<file path="config.mk">
export PLATFORM = sky130hd
export DESIGN_NAME = mux_scan_sequencer_flat
export DESIGN_NICKNAME = d
export VERILOG_FILES = /design/src/rtl/mux_scan_sequencer_if.sv /design/src/rtl/mux_scan_sequencer.sv /design/src/flat_wrapper.sv
export SDC_FILE = /design/constraint.sdc
export NUM_CORES = 1
export LEC_CHECK = 0
export ABC_CLOCK_PERIOD_IN_PS = 5400
export CORE_MARGIN = 4
export CORE_UTILIZATION = 50
export DETAILED_ROUTE_END_ITERATION = 16
export PLACE_DENSITY_LB_ADDON = 0.05
export SLEW_MARGIN = 20
export SYNTH_ARGS = -nofsm -noshare
export SYNTH_HDL_FRONTEND = slang
export SYNTH_SLANG_ARGS = --single-unit
</file>
<file path="constraint.sdc">
create_clock -name clk -period 5.4 [get_ports clk]
set_input_delay 1.35 -clock clk [delete_from_list [all_inputs] [get_ports clk]]
set_output_delay 1.35 -clock clk [all_outputs]
set_load 0.005 [all_outputs]
</file>
<file path="src/rtl/mux_scan_sequencer_if.sv">
// Handshake bundle between the mux scan sequencer (master) and the unit that
// requests scans and consumes the assembled byte (slave).
interface mux_scan_sequencer_if;
  logic       start;
  logic       ready;
  logic       busy;
  logic       valid;
  logic [7:0] data;

  modport master (
    input  start,
    input  ready,
    output busy,
    output valid,
    output data
  );

  modport slave (
    output start,
    output ready,
    input  busy,
    input  valid,
    input  data
  );
endinterface

</file>
<file path="src/rtl/mux_scan_sequencer.sv">
// Steps an 8:1 mux select through all codes, samples its output after a
// programmable settle time and hands the assembled byte out on valid/ready.
module mux_scan_sequencer #(
  parameter int unsigned SETTLE  = 1,
  parameter bit          DESCEND = 1'b0
) (
  input  logic                  clk,
  input  logic                  rst_n,
  input  logic                  mux_o,
  output logic                  S0,
  output logic                  S1,
  output logic                  S2,
  mux_scan_sequencer_if.master  bus
);

  typedef enum logic [1:0] {
    ST_IDLE   = 2'd0,
    ST_SETTLE = 2'd1,
    ST_SAMPLE = 2'd2,
    ST_HOLD   = 2'd3
  } state_t;

  localparam logic [3:0] SETTLE_C   = 4'(SETTLE);
  localparam logic [2:0] FIRST_CODE = DESCEND ? 3'd7 : 3'd0;
  localparam logic [2:0] LAST_CODE  = DESCEND ? 3'd0 : 3'd7;
  // With no settle time every code is sampled on the cycle after it is driven.
  localparam state_t     SCAN_ENTRY = (SETTLE == 0) ? ST_SAMPLE : ST_SETTLE;

  state_t     state_q;
  logic [2:0] idx_q;
  logic [3:0] cnt_q;
  logic [7:0] data_q;
  logic       busy_q;
  logic       valid_q;
  logic [2:0] idx_d;

  assign idx_d = DESCEND ? (idx_q - 3'd1) : (idx_q + 3'd1);

  always_ff @(posedge clk or negedge rst_n) begin
    if (!rst_n) begin
      state_q <= ST_IDLE;
      idx_q   <= 3'd0;
      cnt_q   <= 4'd0;
      data_q  <= 8'h00;
      busy_q  <= 1'b0;
      valid_q <= 1'b0;
    end else begin
      case (state_q)
        ST_IDLE: begin
          if (bus.start) begin
            idx_q   <= FIRST_CODE;
            cnt_q   <= SETTLE_C;
            busy_q  <= 1'b1;
            state_q <= SCAN_ENTRY;
          end
        end
        ST_SETTLE: begin
          cnt_q <= cnt_q - 4'd1;
          if (cnt_q <= 4'd1) begin
            state_q <= ST_SAMPLE;
          end
        end
        ST_SAMPLE: begin
          data_q[idx_q] <= mux_o;
          if (idx_q == LAST_CODE) begin
            valid_q <= 1'b1;
            state_q <= ST_HOLD;
          end else begin
            idx_q   <= idx_d;
            cnt_q   <= SETTLE_C;
            state_q <= SCAN_ENTRY;
          end
        end
        ST_HOLD: begin
          // start is deliberately not looked at here, even on the accept edge.
          if (bus.ready) begin
            valid_q <= 1'b0;
            busy_q  <= 1'b0;
            state_q <= ST_IDLE;
          end
        end
        default: begin
          valid_q <= 1'b0;
          busy_q  <= 1'b0;
          state_q <= ST_IDLE;
        end
      endcase
    end
  end

  assign S0        = idx_q[0];
  assign S1        = idx_q[1];
  assign S2        = idx_q[2];
  assign bus.busy  = busy_q;
  assign bus.valid = valid_q;
  assign bus.data  = data_q;

endmodule

</file>
<file path="src/flat_wrapper.sv">
// flat-port wrapper written by rule: the top's interface ports become plain ports
module mux_scan_sequencer_flat 
#(
  parameter int unsigned SETTLE  = 1,
  parameter bit          DESCEND = 1'b0
)
  (clk, rst_n, mux_o, S0, S1, S2, bus_start, bus_ready, bus_busy, bus_valid, bus_data);
  mux_scan_sequencer_if bus_i ();
  input  logic clk;
  input  logic rst_n;
  input  logic mux_o;
  output logic S0;
  output logic S1;
  output logic S2;
  input wire logic [$bits(bus_i.start)-1:0] bus_start;
  input wire logic [$bits(bus_i.ready)-1:0] bus_ready;
  output wire logic [$bits(bus_i.busy)-1:0] bus_busy;
  output wire logic [$bits(bus_i.valid)-1:0] bus_valid;
  output wire logic [$bits(bus_i.data)-1:0] bus_data;
  assign bus_i.start = bus_start;
  assign bus_i.ready = bus_ready;
  assign bus_busy = bus_i.busy;
  assign bus_valid = bus_i.valid;
  assign bus_data = bus_i.data;
  mux_scan_sequencer #(.SETTLE(SETTLE), .DESCEND(DESCEND)) u_core (.clk(clk), .rst_n(rst_n), .mux_o(mux_o), .S0(S0), .S1(S1), .S2(S2), .bus(bus_i));
endmodule
</file>
==> results by group <==
Floorplanning
  • Starting density of the core: 53.8%
  • I/O pin cnt: 18
  • Die width: 51.6 um
  • Die area: 2660 um2
  • Row cnt: 15
  • Core ar.: 1760 um2
  • Die height: 51.6 um

Routing
  • Vias post-DR: 714
  • Initial DRC Count: 6
  • DR vias/cell: 5.45
  • 1st-pass router iterations: 4
  • Routed Antenna Nets: 0
  • Residual DRC count: 0
  • Post-Route WL: 1.80 mm
  • Routed WL per cell: 13.7 um

Pwr
  • Sw Share: 35.8%
  • Combinational Power Share: 42.0%
  • Reg power frac: 45.8%
  • Total power: 593 uW
  • Internal: 381 uW
  • PwrDens: 512 nW/um2
  • NetSw: 212 uW
  • Leak: 0.505 nW
  • Max IR drop VDD: 302 uV
  • Clock Power Share: 12.2%

GRT
  • Largest net degree at the start of global routing: 20
  • Initial antenna violation count: 0
  • Total GRT Usage: 16.4%
  • Remaining global-route overflow: 0
  • Global-route wire length before repair: 3.17 mm
  • Number of global-route vias before repair: 713

Synth
  • Register area share after synthesis: 50.1%
  • Synth cell types: 25
  • Area of the mapped netlist: 948 um2
  • Ys Warns: 0
  • Mapped Avg Cell Area: 10.7 um2
  • Synth Instances: 89
  • Syn Nets: 98
  • Yosys reg bits: 19

Clock network
  • Clock Latency Late Sink: 0.30 ns
  • Post-CTS Resized: 0
  • H-tree depth: 1
  • Num Clock Sinks: 19
  • Max Root-Sink Buffers: 2
  • Clock root buffer master: clkbuf_4
  • CTS tree: done
  • CTS Buf Count: 3
  • CTS Hold Bufs: 0
  • Post-CTS setup buffers: 0
  • CTS clk-pin slew, worst paths: 0.11 ns

STA
  • Clock Skews: 0.00975 ns
  • RSZ-0062 raised after global routing: false
  • Min Clock Period, post-route: 2.79 ns
  • Final period util: 51.7%
  • Worst Max-Slew Pin Slew: 0.841 ns
  • Pins over their slew limit: 0
  • Final TNS setup: 0 ns
  • Final setup vio count: 0
  • Final Hold Fails: 0
  • Slew Limit Headroom: 43.7%
  • FMAX: 358 MHz

Worst setup path
  • Crit-path max FO: 12
  • CP max stage cell: dfrtp_1
  • Critical Path RT: 4.05 ns
  • CP Class: flip-flop to output port
  • WP buf/inv: 1
  • Worst r2r src: u_core.idx_q[1]$_DFFE_PN0P_
  • Critical path's top delay family: flip-flops
  • Critical Path AT: 1.44 ns
  • R2R setup slack: 3.44 ns
  • FF-to-FF End: u_core.cnt_q[3]$_DFFE_PN0P_
  • Reg2Reg Depth: 5
  • CP peak stage delay: 0.57 ns
  • CP startpoint kind: flip-flop
  • Crit end category: output port
  • CP cell instances: clkdlybuf4s50_1

Finish
  • Layout cells sized above 1: 12.3%
  • Area growth syn-to-layout: 22.2%
  • Final Instance Count excl. Fillers: 131
  • # diodes: 0
  • Final nets: 116

Hold path
  • Worst hold path class: flip-flop to flip-flop
  • Hold EP: u_core.cnt_q[1]$_DFFE_PN0P_
  • Hold path cells: 1
  • Min-delay src: u_core.cnt_q[1]$_DFFE_PN0P_

Run status
  • Status: finished, final reports clean

Run
  • Max-cap violation count: 0

Place
  • Port bufs: 17
  • GPL Wtd Cong: 0.756
  • Post-DP HPWL: 1.30 mm
  • Placed insts: 127
-- metal layers --
layer	up-vias	routed length [um]	track usage, %
li1	350	-	-
met1	349	893	20.7
met2	11	825	26.1
met3	4	44	3.44
met4	0	38	9.17
met5	-	0	0
-- cell usage after synthesis --
master,number,share of area [%]
mux2_2,8,9.5
dfrtp_1,19,50
nor3b_2,1,1.3
nand2b_1,2,1.3
a221o_1,1,1.1
nor2_1,6,2.4
nand2_1,9,3.6
nand3_1,2,1.1
or3_1,1,0.66
nand3b_1,3,2.4
o22ai_1,1,0.66
inv_1,3,1.2
clkbuf_1,3,1.2
or4_1,1,0.79
and2_1,1,0.66
o2bb2ai_1,1,0.92
o21ai_0,6,3.2
a21o_1,2,1.6
a22o_1,6,5.5
ha_1,4,5.3
buf_4,1,0.79
a21oi_1,2,1.1
or2_1,1,0.66
nor3_1,3,1.6
nor3b_1,2,1.6
-- how the worst max path moves through the flow --
stage / startpoint / endpoint / slack, ns / depth (start not counted)
6_report: u_core.idx_q[2]$_DFFE_PN0P_ / S2 / 2.61 / 1
4_1_cts: u_core.idx_q[1]$_DFFE_PN0P_ / S1 / 2.58 / 1
3_3_place_gp: bus_start / u_core.cnt_q[3]$_DFFE_PN0P_ / 2.81 / 4
3_5_place_dp: bus_start / u_core.cnt_q[3]$_DFFE_PN0P_ / 2.79 / 4
5_1_grt: u_core.idx_q[2]$_DFFE_PN0P_ / S2 / 2.52 / 1
2_1_floorplan: bus_start / u_core.cnt_q[3]$_DFFE_PN0P_ / 3.39 / 3
-- metrics by stage --
step	area, um2	utilization [%]	hold WS, ns	setup slack [ns]
after floorplan	948	-	0.471	3.39
after global placement	1130	64.1	0.488	2.81
after detailed placement	1130	64.1	0.496	2.79
after CTS	1160	65.7	0.522	2.58
after global routing	1160	65.7	0.549	2.52
final	1160	65.7	0.515	2.61
-- layout make-up --
cell class | instances | area [um2]
fillers | 161 | 606
clock inverters | 1 | 5.00
multi-input cells | 63 | 443
inverters | 3 | 11.3
well taps | 25 | 31.3
flip-flops and latches | 19 | 475
repair buffers | 17 | 170
clock buffers | 3 | 22.5
-- worst reg2reg max path: stages (launching register included) --
cell and delay (ns):
dfrtp_1 0.52, ha_1 0.26, ha_1 0.25, or2_1 0.26
a21o_1 0.23, a221o_1 0.34
-- kinds of logic after synthesis --
group | synth area share, %
AND/OR/NAND/NOR | 17.9
AO/OA/AOI/OAI | 14.0
flip-flops | 50.1
multiplexers | 9.50
buffers and inverters | 3.17
adder cells (fa/ha/maj) | 5.28
-- registers in the layout, indices dropped and copies added (netlist names) --
signal            flops
u_core.state_q        2
u_core.idx_q          3
u_core.cnt_q          4
u_core.bus.busy       1
u_core.bus.data       8
u_core.bus.valid      1
-- power by group through the flow --
stage	clock (mW)	sequential, mW	combinational [mW]
final	0.0722	0.272	0.249
after global routing	0.0828	0.286	0.282
after CTS	0.0769	0.272	0.254
after detailed placement	0	0.275	0.253
after global placement	0	0.271	0.245
after floorplan	0	0.243	0.170
-- placed cells by master (no fill, tap or decap) --
master,n
nor3b_2,1
dfrtp_1,19
clkbuf_4,3
or4_1,1
ha_1,4
o2bb2ai_1,1
o22ai_1,1
or2_1,1
nand2_1,9
clkinv_2,1
inv_1,3
nor3b_1,2
a21o_1,2
nor2_1,6
and2_1,1
clkdlybuf4s50_1,17
a22o_1,6
nand3b_1,3
nand2b_1,2
a221o_1,1
or3_1,1
a21oi_1,2
o21ai_0,6
nand3_1,2
nor3_1,3
mux2_2,8
(Power assumes the default switching activity.)
